==> src/rtl/i2c_pkg.sv <==
// Shared definitions for the I2C target endpoint: FSM state encoding,
// R/W bit polarity and the byte returned when the read source runs dry.
package i2c_pkg;

   typedef enum logic [2:0] {
      IDLE     = 3'd0,
      ADDR     = 3'd1,
      ADDR_ACK = 3'd2,
      RX_BYTE  = 3'd3,
      RX_ACK   = 3'd4,
      TX_BYTE  = 3'd5,
      TX_ACK   = 3'd6,
      IGNORE   = 3'd7
   } i2c_state_t;

   localparam logic       I2C_RW_READ   = 1'b1;
   localparam logic [7:0] UNDERRUN_BYTE = 8'hFF;

   function automatic logic addr_hit(input logic [6:0] rx_addr,
                                     input logic [6:0] own);
      return rx_addr == own;
   endfunction

endpackage

==> src/rtl/i2c_bus_sync.sv <==
// SCL/SDA synchroniser and bus event detector.
// Ports: clk, rst_n, scl_in, sda_in -> scl_rise, scl_fall, sda_s, start_evt, stop_evt.
module i2c_bus_sync #(
   parameter int SYNC_STAGES = 2
) (
   input  logic clk,
   input  logic rst_n,
   input  logic scl_in,
   input  logic sda_in,
   output logic scl_rise,
   output logic scl_fall,
   output logic sda_s,
   output logic start_evt,
   output logic stop_evt
);

   logic [SYNC_STAGES-1:0] scl_sr;
   logic [SYNC_STAGES-1:0] sda_sr;
   logic                   scl_q;
   logic                   sda_q;
   logic [SYNC_STAGES:0]   arm_sr;
   logic                   scl_s;
   logic                   armed;

   always_ff @(posedge clk or negedge rst_n) begin
      if (!rst_n) begin
         scl_sr <= '1;
         sda_sr <= '1;
         scl_q  <= 1'b1;
         sda_q  <= 1'b1;
         arm_sr <= '0;
      end else begin
         scl_sr <= {scl_sr[SYNC_STAGES-2:0], scl_in};
         sda_sr <= {sda_sr[SYNC_STAGES-2:0], sda_in};
         scl_q  <= scl_sr[SYNC_STAGES-1];
         sda_q  <= sda_sr[SYNC_STAGES-1];
         arm_sr <= {arm_sr[SYNC_STAGES-1:0], 1'b1};
      end
   end

   assign scl_s = scl_sr[SYNC_STAGES-1];
   assign sda_s = sda_sr[SYNC_STAGES-1];

   // Edges are suppressed until the pipeline holds real pin samples, so
   // the reset preset of the flops cannot fake a START after reset.
   assign armed = arm_sr[SYNC_STAGES];

   assign scl_rise  = armed & scl_s & ~scl_q;
   assign scl_fall  = armed & ~scl_s & scl_q;
   assign start_evt = armed & scl_s & scl_q & sda_q & ~sda_s;
   assign stop_evt  = armed & scl_s & scl_q & ~sda_q & sda_s;

endmodule

==> src/rtl/i2c_slave_ctrl.sv <==
// I2C target endpoint: 7-bit address match, write bytes to rx stream,
// read bytes from tx stream, open-drain SDA, no clock stretching.
// Ports: clk, rst_n, en, own_addr, scl_in, sda_in, sda_out, sda_oe,
//   rx_data/rx_valid/rx_ready, tx_data/tx_valid/tx_req, busy,
//   start_det, stop_det, tx_underrun.
module i2c_slave_ctrl
   import i2c_pkg::*;
#(
   parameter int SYNC_STAGES = 2
) (
   input  logic       clk,
   input  logic       rst_n,
   input  logic       en,
   input  logic [6:0] own_addr,
   input  logic       scl_in,
   input  logic       sda_in,
   output logic       sda_out,
   output logic       sda_oe,
   output logic [7:0] rx_data,
   output logic       rx_valid,
   input  logic       rx_ready,
   input  logic [7:0] tx_data,
   input  logic       tx_valid,
   output logic       tx_req,
   output logic       busy,
   output logic       start_det,
   output logic       stop_det,
   output logic       tx_underrun
);

   logic scl_rise;
   logic scl_fall;
   logic sda_s;
   logic start_evt;
   logic stop_evt;

   i2c_bus_sync #(
      .SYNC_STAGES(SYNC_STAGES)
   ) u_sync (
      .clk      (clk),
      .rst_n    (rst_n),
      .scl_in   (scl_in),
      .sda_in   (sda_in),
      .scl_rise (scl_rise),
      .scl_fall (scl_fall),
      .sda_s    (sda_s),
      .start_evt(start_evt),
      .stop_evt (stop_evt)
   );

   i2c_state_t state_q, state_d;
   logic [3:0] cnt_q, cnt_d;
   logic [7:0] sh_q, sh_d;
   logic       rw_q, rw_d;
   logic       rx_ack_q, rx_ack_d;
   logic       m_nack_q, m_nack_d;
   logic       busy_q, busy_d;
   logic       oe_q, oe_d;
   logic [7:0] rxd_q, rxd_d;
   logic       rxv_q, rxv_d;
   logic       treq_q, treq_d;
   logic       und_q, und_d;
   logic       sdet_q, sdet_d;
   logic       pdet_q, pdet_d;
   logic [7:0] tx_byte;

   assign tx_byte = tx_valid ? tx_data : UNDERRUN_BYTE;

   always_ff @(posedge clk or negedge rst_n) begin
      if (!rst_n) begin
         state_q  <= IDLE;
         cnt_q    <= '0;
         sh_q     <= '0;
         rw_q     <= 1'b0;
         rx_ack_q <= 1'b0;
         m_nack_q <= 1'b0;
         busy_q   <= 1'b0;
         oe_q     <= 1'b0;
         rxd_q    <= '0;
         rxv_q    <= 1'b0;
         treq_q   <= 1'b0;
         und_q    <= 1'b0;
         sdet_q   <= 1'b0;
         pdet_q   <= 1'b0;
      end else begin
         state_q  <= state_d;
         cnt_q    <= cnt_d;
         sh_q     <= sh_d;
         rw_q     <= rw_d;
         rx_ack_q <= rx_ack_d;
         m_nack_q <= m_nack_d;
         busy_q   <= busy_d;
         oe_q     <= oe_d;
         rxd_q    <= rxd_d;
         rxv_q    <= rxv_d;
         treq_q   <= treq_d;
         und_q    <= und_d;
         sdet_q   <= sdet_d;
         pdet_q   <= pdet_d;
      end
   end

   always_comb begin
      state_d  = state_q;
      cnt_d    = cnt_q;
      sh_d     = sh_q;
      rw_d     = rw_q;
      rx_ack_d = rx_ack_q;
      m_nack_d = m_nack_q;
      busy_d   = busy_q;
      oe_d     = oe_q;
      rxd_d    = rxd_q;
      rxv_d    = 1'b0;
      treq_d   = 1'b0;
      und_d    = 1'b0;
      sdet_d   = 1'b0;
      pdet_d   = 1'b0;

      if (!en) begin
         state_d = IDLE;
         oe_d    = 1'b0;
         busy_d  = 1'b0;
         cnt_d   = '0;
      end else if (start_evt) begin
         sdet_d  = 1'b1;
         cnt_d   = '0;
         state_d = ADDR;
         oe_d    = 1'b0;
      end else if (stop_evt) begin
         pdet_d  = 1'b1;
         state_d = IDLE;
         busy_d  = 1'b0;
         oe_d    = 1'b0;
      end else begin
         unique case (state_q)
            IDLE, IGNORE: begin
               oe_d = 1'b0;
            end
            ADDR: begin
               if (scl_rise && cnt_q < 4'd8) begin
                  sh_d  = {sh_q[6:0], sda_s};
                  cnt_d = cnt_q + 4'd1;
                  if (cnt_q == 4'd7) begin
                     if (addr_hit(sh_q[6:0], own_addr)) begin
                        busy_d = 1'b1;
                        rw_d   = sda_s;
                     end else begin
                        state_d = IGNORE;
                     end
                  end
               end else if (scl_fall && cnt_q == 4'd8) begin
                  state_d = ADDR_ACK;
                  oe_d    = 1'b1;
                  cnt_d   = '0;
               end
            end
            ADDR_ACK: begin
               if (scl_fall) begin
                  if (rw_q == I2C_RW_READ) begin
                     sh_d    = {tx_byte[6:0], 1'b0};
                     oe_d    = ~tx_byte[7];
                     cnt_d   = 4'd1;
                     treq_d  = 1'b1;
                     und_d   = ~tx_valid;
                     state_d = TX_BYTE;
                  end else begin
                     oe_d    = 1'b0;
                     cnt_d   = '0;
                     state_d = RX_BYTE;
                  end
               end
            end
            RX_BYTE: begin
               if (scl_rise) begin
                  sh_d  = {sh_q[6:0], sda_s};
                  cnt_d = cnt_q + 4'd1;
                  if (cnt_q == 4'd7) begin
                     rx_ack_d = rx_ready;
                     rxv_d    = rx_ready;
                     if (rx_ready) begin
                        rxd_d = {sh_q[6:0], sda_s};
                     end
                     cnt_d   = '0;
                     state_d = RX_ACK;
                  end
               end
            end
            RX_ACK: begin
               // First fall opens the ACK slot, second fall closes it.
               if (scl_fall) begin
                  if (cnt_q == 4'd0) begin
                     oe_d  = rx_ack_q;
                     cnt_d = 4'd1;
                  end else begin
                     oe_d    = 1'b0;
                     cnt_d   = '0;
                     state_d = RX_BYTE;
                  end
               end
            end
            TX_BYTE: begin
               if (scl_fall) begin
                  if (cnt_q == 4'd8) begin
                     oe_d    = 1'b0;
                     cnt_d   = '0;
                     state_d = TX_ACK;
                  end else begin
                     oe_d  = ~sh_q[7];
                     sh_d  = {sh_q[6:0], 1'b0};
                     cnt_d = cnt_q + 4'd1;
                  end
               end
            end
            TX_ACK: begin
               if (scl_rise && cnt_q == 4'd0) begin
                  m_nack_d = sda_s;
                  cnt_d    = 4'd1;
               end else if (scl_fall && cnt_q == 4'd1) begin
                  if (!m_nack_q) begin
                     sh_d    = {tx_byte[6:0], 1'b0};
                     oe_d    = ~tx_byte[7];
                     cnt_d   = 4'd1;
                     treq_d  = 1'b1;
                     und_d   = ~tx_valid;
                     state_d = TX_BYTE;
                  end else begin
                     oe_d    = 1'b0;
                     cnt_d   = '0;
                     state_d = IGNORE;
                  end
               end
            end
            default: begin
               state_d = IDLE;
               oe_d    = 1'b0;
            end
         endcase
      end
   end

   assign sda_out     = 1'b0;
   assign sda_oe      = oe_q;
   assign rx_data     = rxd_q;
   assign rx_valid    = rxv_q;
   assign tx_req      = treq_q;
   assign busy        = busy_q;
   assign start_det   = sdet_q;
   assign stop_det    = pdet_q;
   assign tx_underrun = und_q;

endmodule

==> config.mk <==
export PLATFORM = sky130hd
export DESIGN_NAME = i2c_slave_ctrl
export DESIGN_NICKNAME = d
export VERILOG_FILES = /design/src/rtl/i2c_pkg.sv /design/src/rtl/i2c_bus_sync.sv /design/src/rtl/i2c_slave_ctrl.sv
export SDC_FILE = /design/constraint.sdc
export NUM_CORES = 1
export LEC_CHECK = 0
export CORE_ASPECT_RATIO = 0.8
export CORE_MARGIN = 2
export CORE_UTILIZATION = 45
export CTS_CLUSTER_DIAMETER = 150
export DETAILED_ROUTE_END_ITERATION = 12
export DONT_BUFFER_PORTS = 1
export PLACE_DENSITY = 0.71
export SLEW_MARGIN = 10
export SYNTH_ARGS = -nofsm -noshare
export SYNTH_HDL_FRONTEND = slang
export SYNTH_SLANG_ARGS = --single-unit
export TNS_END_PERCENT = 50
==> constraint.sdc <==
create_clock -name clk -period 2.8 [get_ports clk]
set_input_delay 0.56 -clock clk [delete_from_list [all_inputs] [get_ports clk]]
set_output_delay 0.56 -clock clk [all_outputs]
set_load 0.05 [all_outputs]
==> impl_metrics.csv <==
group,metric,value,unit
place,place.gp.congestion,0.9333,
critical_path,crit-reg2reg-capture,"cnt_q[2]",
clocking,cts_root_buf,"clkbuf_8",
routing,wl,5600,µm
floorplanning,die_w,84.62,µm
sta,fmax,437.1,MHz
sta,fin_crit,2.288,ns
critical_path,slowest_stage,"dfrtp_1",
routing,drt-wirelength-per-cell,18.01,µm
global_route,grt_use_total,20.80,%
synthesis,async_reset_ff_share,100.0,%
floorplanning,initial_utilization,46.73,%
cells_and_area,syn_to_final_growth,7.968,%
critical_path,max_stage_delay,0.57,ns
clocking,cts_tree,"yes",
synthesis,ys_seq_area_share,45.24,%
synthesis,ys_types,53,
critical_path,reg2regPathDepth,6,
sta,fin_crit_sh,81.71,%
floorplanning,fp.dieH,68.50,µm
critical_path,rrSetupSlack,0.51,ns
critical_path,r2r-start,"state_q[1]",
clocking,cts_buffers,5,
sta,fin_ws,0.5121,ns
cells_and_area,layout.nets,273,
pwr,p_sw_share,37.90,%
sta,setup_viol,0,
status,status,"finished, final reports clean",
clocking,post-cts-setup-buffer-count,0,
sta,tightest_slew,0.7092,ns
pwr,totalPowerFinal,1.844,mW
clocking,cts_resized,0,
floorplanning,dieArea,5796,µm²
clocking,clock_path_buffers,2,
critical_path,cp-start-kind,"flip-flop",
sta,hold_viol,0,
routing,first_pass_iters,4,
place,place_inst,302,
sta,clock_skew,0.007114,ns
clocking,clock_latency,0.29,ns
pwr,cell_internal_pwr,1.145,mW
sta,relSlewSlack,52.28,%
global_route,grt_max_degree,37,
synthesis,yosysWarningCount,0,
global_route,grt-ovfl-total,0,
global_route,grt_pass1_vias,1899,
clocking,path_clk_slew,0.08,ns
pwr,sequentialPowerShare,44.6,%
synthesis,synth_area,2340,µm²
sta,setup_tns,0,ns
cells_and_area,fin_util,50.45,%
synthesis,syn_avg_cell_area,9.550,µm²
pwr,power_density,729.9,nW/µm²
routing,via_count,1915,
routing,drc,0,
routing,via_per_inst,6.158,
place,dp_slack,0.5639,ns
cells_and_area,insertedDiodeCount,0,
floorplanning,placementRows,23,
synthesis,synth_flop_cell,"dfrtp_1",
global_route,grt_first_pass_wirelength,9363,µm
pwr,combPwrFrac,32.8,%
sta,rsz0062_at_grt,"false",
synthesis,netlist_instances,245,
critical_path,endpoint_kind,"flip-flop",
min_path,hold_path.class,"in2async",
routing,ant_nets,0,
floorplanning,pin_count,38,
sta,drv_slew,0,
critical_path,required,3.02,ns
critical_path,path_class,"reg2reg",
place,place.port_buffers,0,
synthesis,ys_ff_latch,42,
cells_and_area,stdcell_count,311,
global_route,antenna_found_initial,0,
synthesis,synth-edff-count,0,
synthesis,synth_nets,270,
pwr,ir_drop,324.0,µV
critical_path,crit_fanout,12,
critical_path,path_cells,"inv_1, a2111o_1, a32oi_2, nand2_1, or4b_1, o22ai_1",
clocking,htreeDepth,2,
pwr,clkPwrFrac,22.6,%
run,cap_violations,0,
floorplanning,design.core.area,5007,µm²
routing,dr.first_iter.drc_count,119,
cells_and_area,drive_above_1_share,17.27,%
place,dp_hpwl,4086,µm
critical_path,arrival,2.50,ns
pwr,power_switching,0.6989,mW
pwr,p_leak,1.108,nW
clocking,cts_sinks,42,
-- area by class of cell --
class,instances,area (µm²)
clock buffers,7,86.33
clock inverters,1,8.758
flip-flops and latches,42,1059
repair buffers,8,72.57
multi-input cells,175,1162
inverters,16,60.06
fillers,482,2481
well taps,62,77.57
-- power by group through the flow --
stage	logic [mW]	registers [mW]	clock network (mW)
finish	0.605	0.822	0.417
global route	0.675	0.837	0.449
CTS	0.599	0.820	0.423
detailed placement	0.584	0.830	0
global placement	0.576	0.825	0
floorplan	0.494	0.766	0
-- worst max-delay path, delay by kind of cell (launching register included) --
family / cells / cell delay [ns]
flops: 1 / 0.57
buf+inv: 1 / 0.23
compound gates: 3 / 0.85
simple gates: 2 / 0.56
-- synthesized netlist by cell type, types with 3 or more instances --
cell type | count | area share, %
dfrtp_1 | 36 | 39
nor2_1 | 25 | 4.0
mux2_2 | 18 | 8.7
inv_1 | 16 | 2.6
nand2_1 | 14 | 2.2
o21ai_0 | 13 | 2.8
a31oi_1 | 10 | 2.7
a21oi_1 | 9 | 1.9
nand3_1 | 9 | 1.9
clkbuf_1 | 7 | 1.1
nor3_1 | 7 | 1.5
dfstp_2 | 6 | 6.7
nand2b_1 | 6 | 1.6
o22ai_1 | 6 | 1.6
nand4_1 | 5 | 1.3
nor2b_1 | 4 | 1.1
xnor2_1 | 4 | 1.5
a211oi_1 | 3 | 0.96
and3b_1 | 3 | 1.1
ha_1 | 3 | 1.6
xor2_1 | 3 | 1.1
-- repair_timing --
action	4_1_cts	5_1_grt
endpoints found under the hold margin	36	0
hold buffers	1	0
endpoints found under the setup margin	0	0
-- metal layers --
layer	global-route usage [%]	vias to the layer above	part of all wire, %
li1	-	887	-
met1	28.54	937	45
met5	0	-	0
met3	5.476	6	8.8
met2	33.86	85	45
met4	4.167	0	0.61
-- how the worst max path moves through the flow --
| stage | slack [ns] | from | to | cells after the start |
|---|---|---|---|---|
| after global placement | 0.60 | state_q[1] | state_q[2] | 6 |
| after detailed placement | 0.56 | state_q[1] | cnt_q[2] | 6 |
| after global routing | 0.35 | state_q[1] | cnt_q[2] | 6 |
| after CTS | 0.55 | state_q[1] | cnt_q[2] | 6 |
| after floorplan | 0.75 | u_sync.scl_sr[1] | sh_q[0] | 7 |
| final | 0.51 | state_q[1] | cnt_q[2] | 6 |
-- layout by cell type, fill, tap and decap left out, types with 2 or more instances in the layout --
| cell | count |
|---|---|
| and3b_1 | 3 |
| inv_1 | 16 |
| a21oi_1 | 9 |
| nor4_1 | 2 |
| nand2b_1 | 6 |
| nand3_1 | 9 |
| dfstp_2 | 6 |
| o21a_1 | 2 |
| xor2_1 | 3 |
| a211oi_1 | 3 |
| o21ai_0 | 13 |
| clkbuf_8 | 6 |
| nor2b_1 | 4 |
| conb_1 | 2 |
| xnor2_1 | 4 |
| o31ai_1 | 2 |
| nand2_1 | 14 |
| buf_4 | 7 |
| mux2_2 | 18 |
| dfrtp_1 | 36 |
| ha_1 | 3 |
| nor2_1 | 25 |
| a31oi_1 | 10 |
| nor3_1 | 7 |
| nand4_1 | 5 |
| o22ai_1 | 6 |
| a211o_1 | 2 |
-- flip-flops by register name (all words and copies together) (netlist names), 2 cells and up --
name and cells:
state_q 3, rx_data 8, u_sync.arm_sr 3, sh_q 8
u_sync.scl_sr 2, cnt_q 4, u_sync.sda_sr 2
-- cells by family after synthesis --
family	share of synthesized area, %
multiplexers	9.091
XOR/XNOR	2.620
adder cells (fa/ha/maj)	1.604
flip-flops	45.24
other	0.3210
buffers and inverters	5.080
AO/OA/AOI/OAI	17.11
AND/OR/NAND/NOR	18.93
-- through the flow --
stage | hold WS, ns | instance area (µm²)
floorplan | 0.2644 | 2340
global placement | 0.2653 | 2411
detailed placement | 0.2654 | 2411
CTS | 0.09615 | 2526
global route | 0.08711 | 2526
finish | 0.09401 | 2526
(Power assumes the default switching activity.)
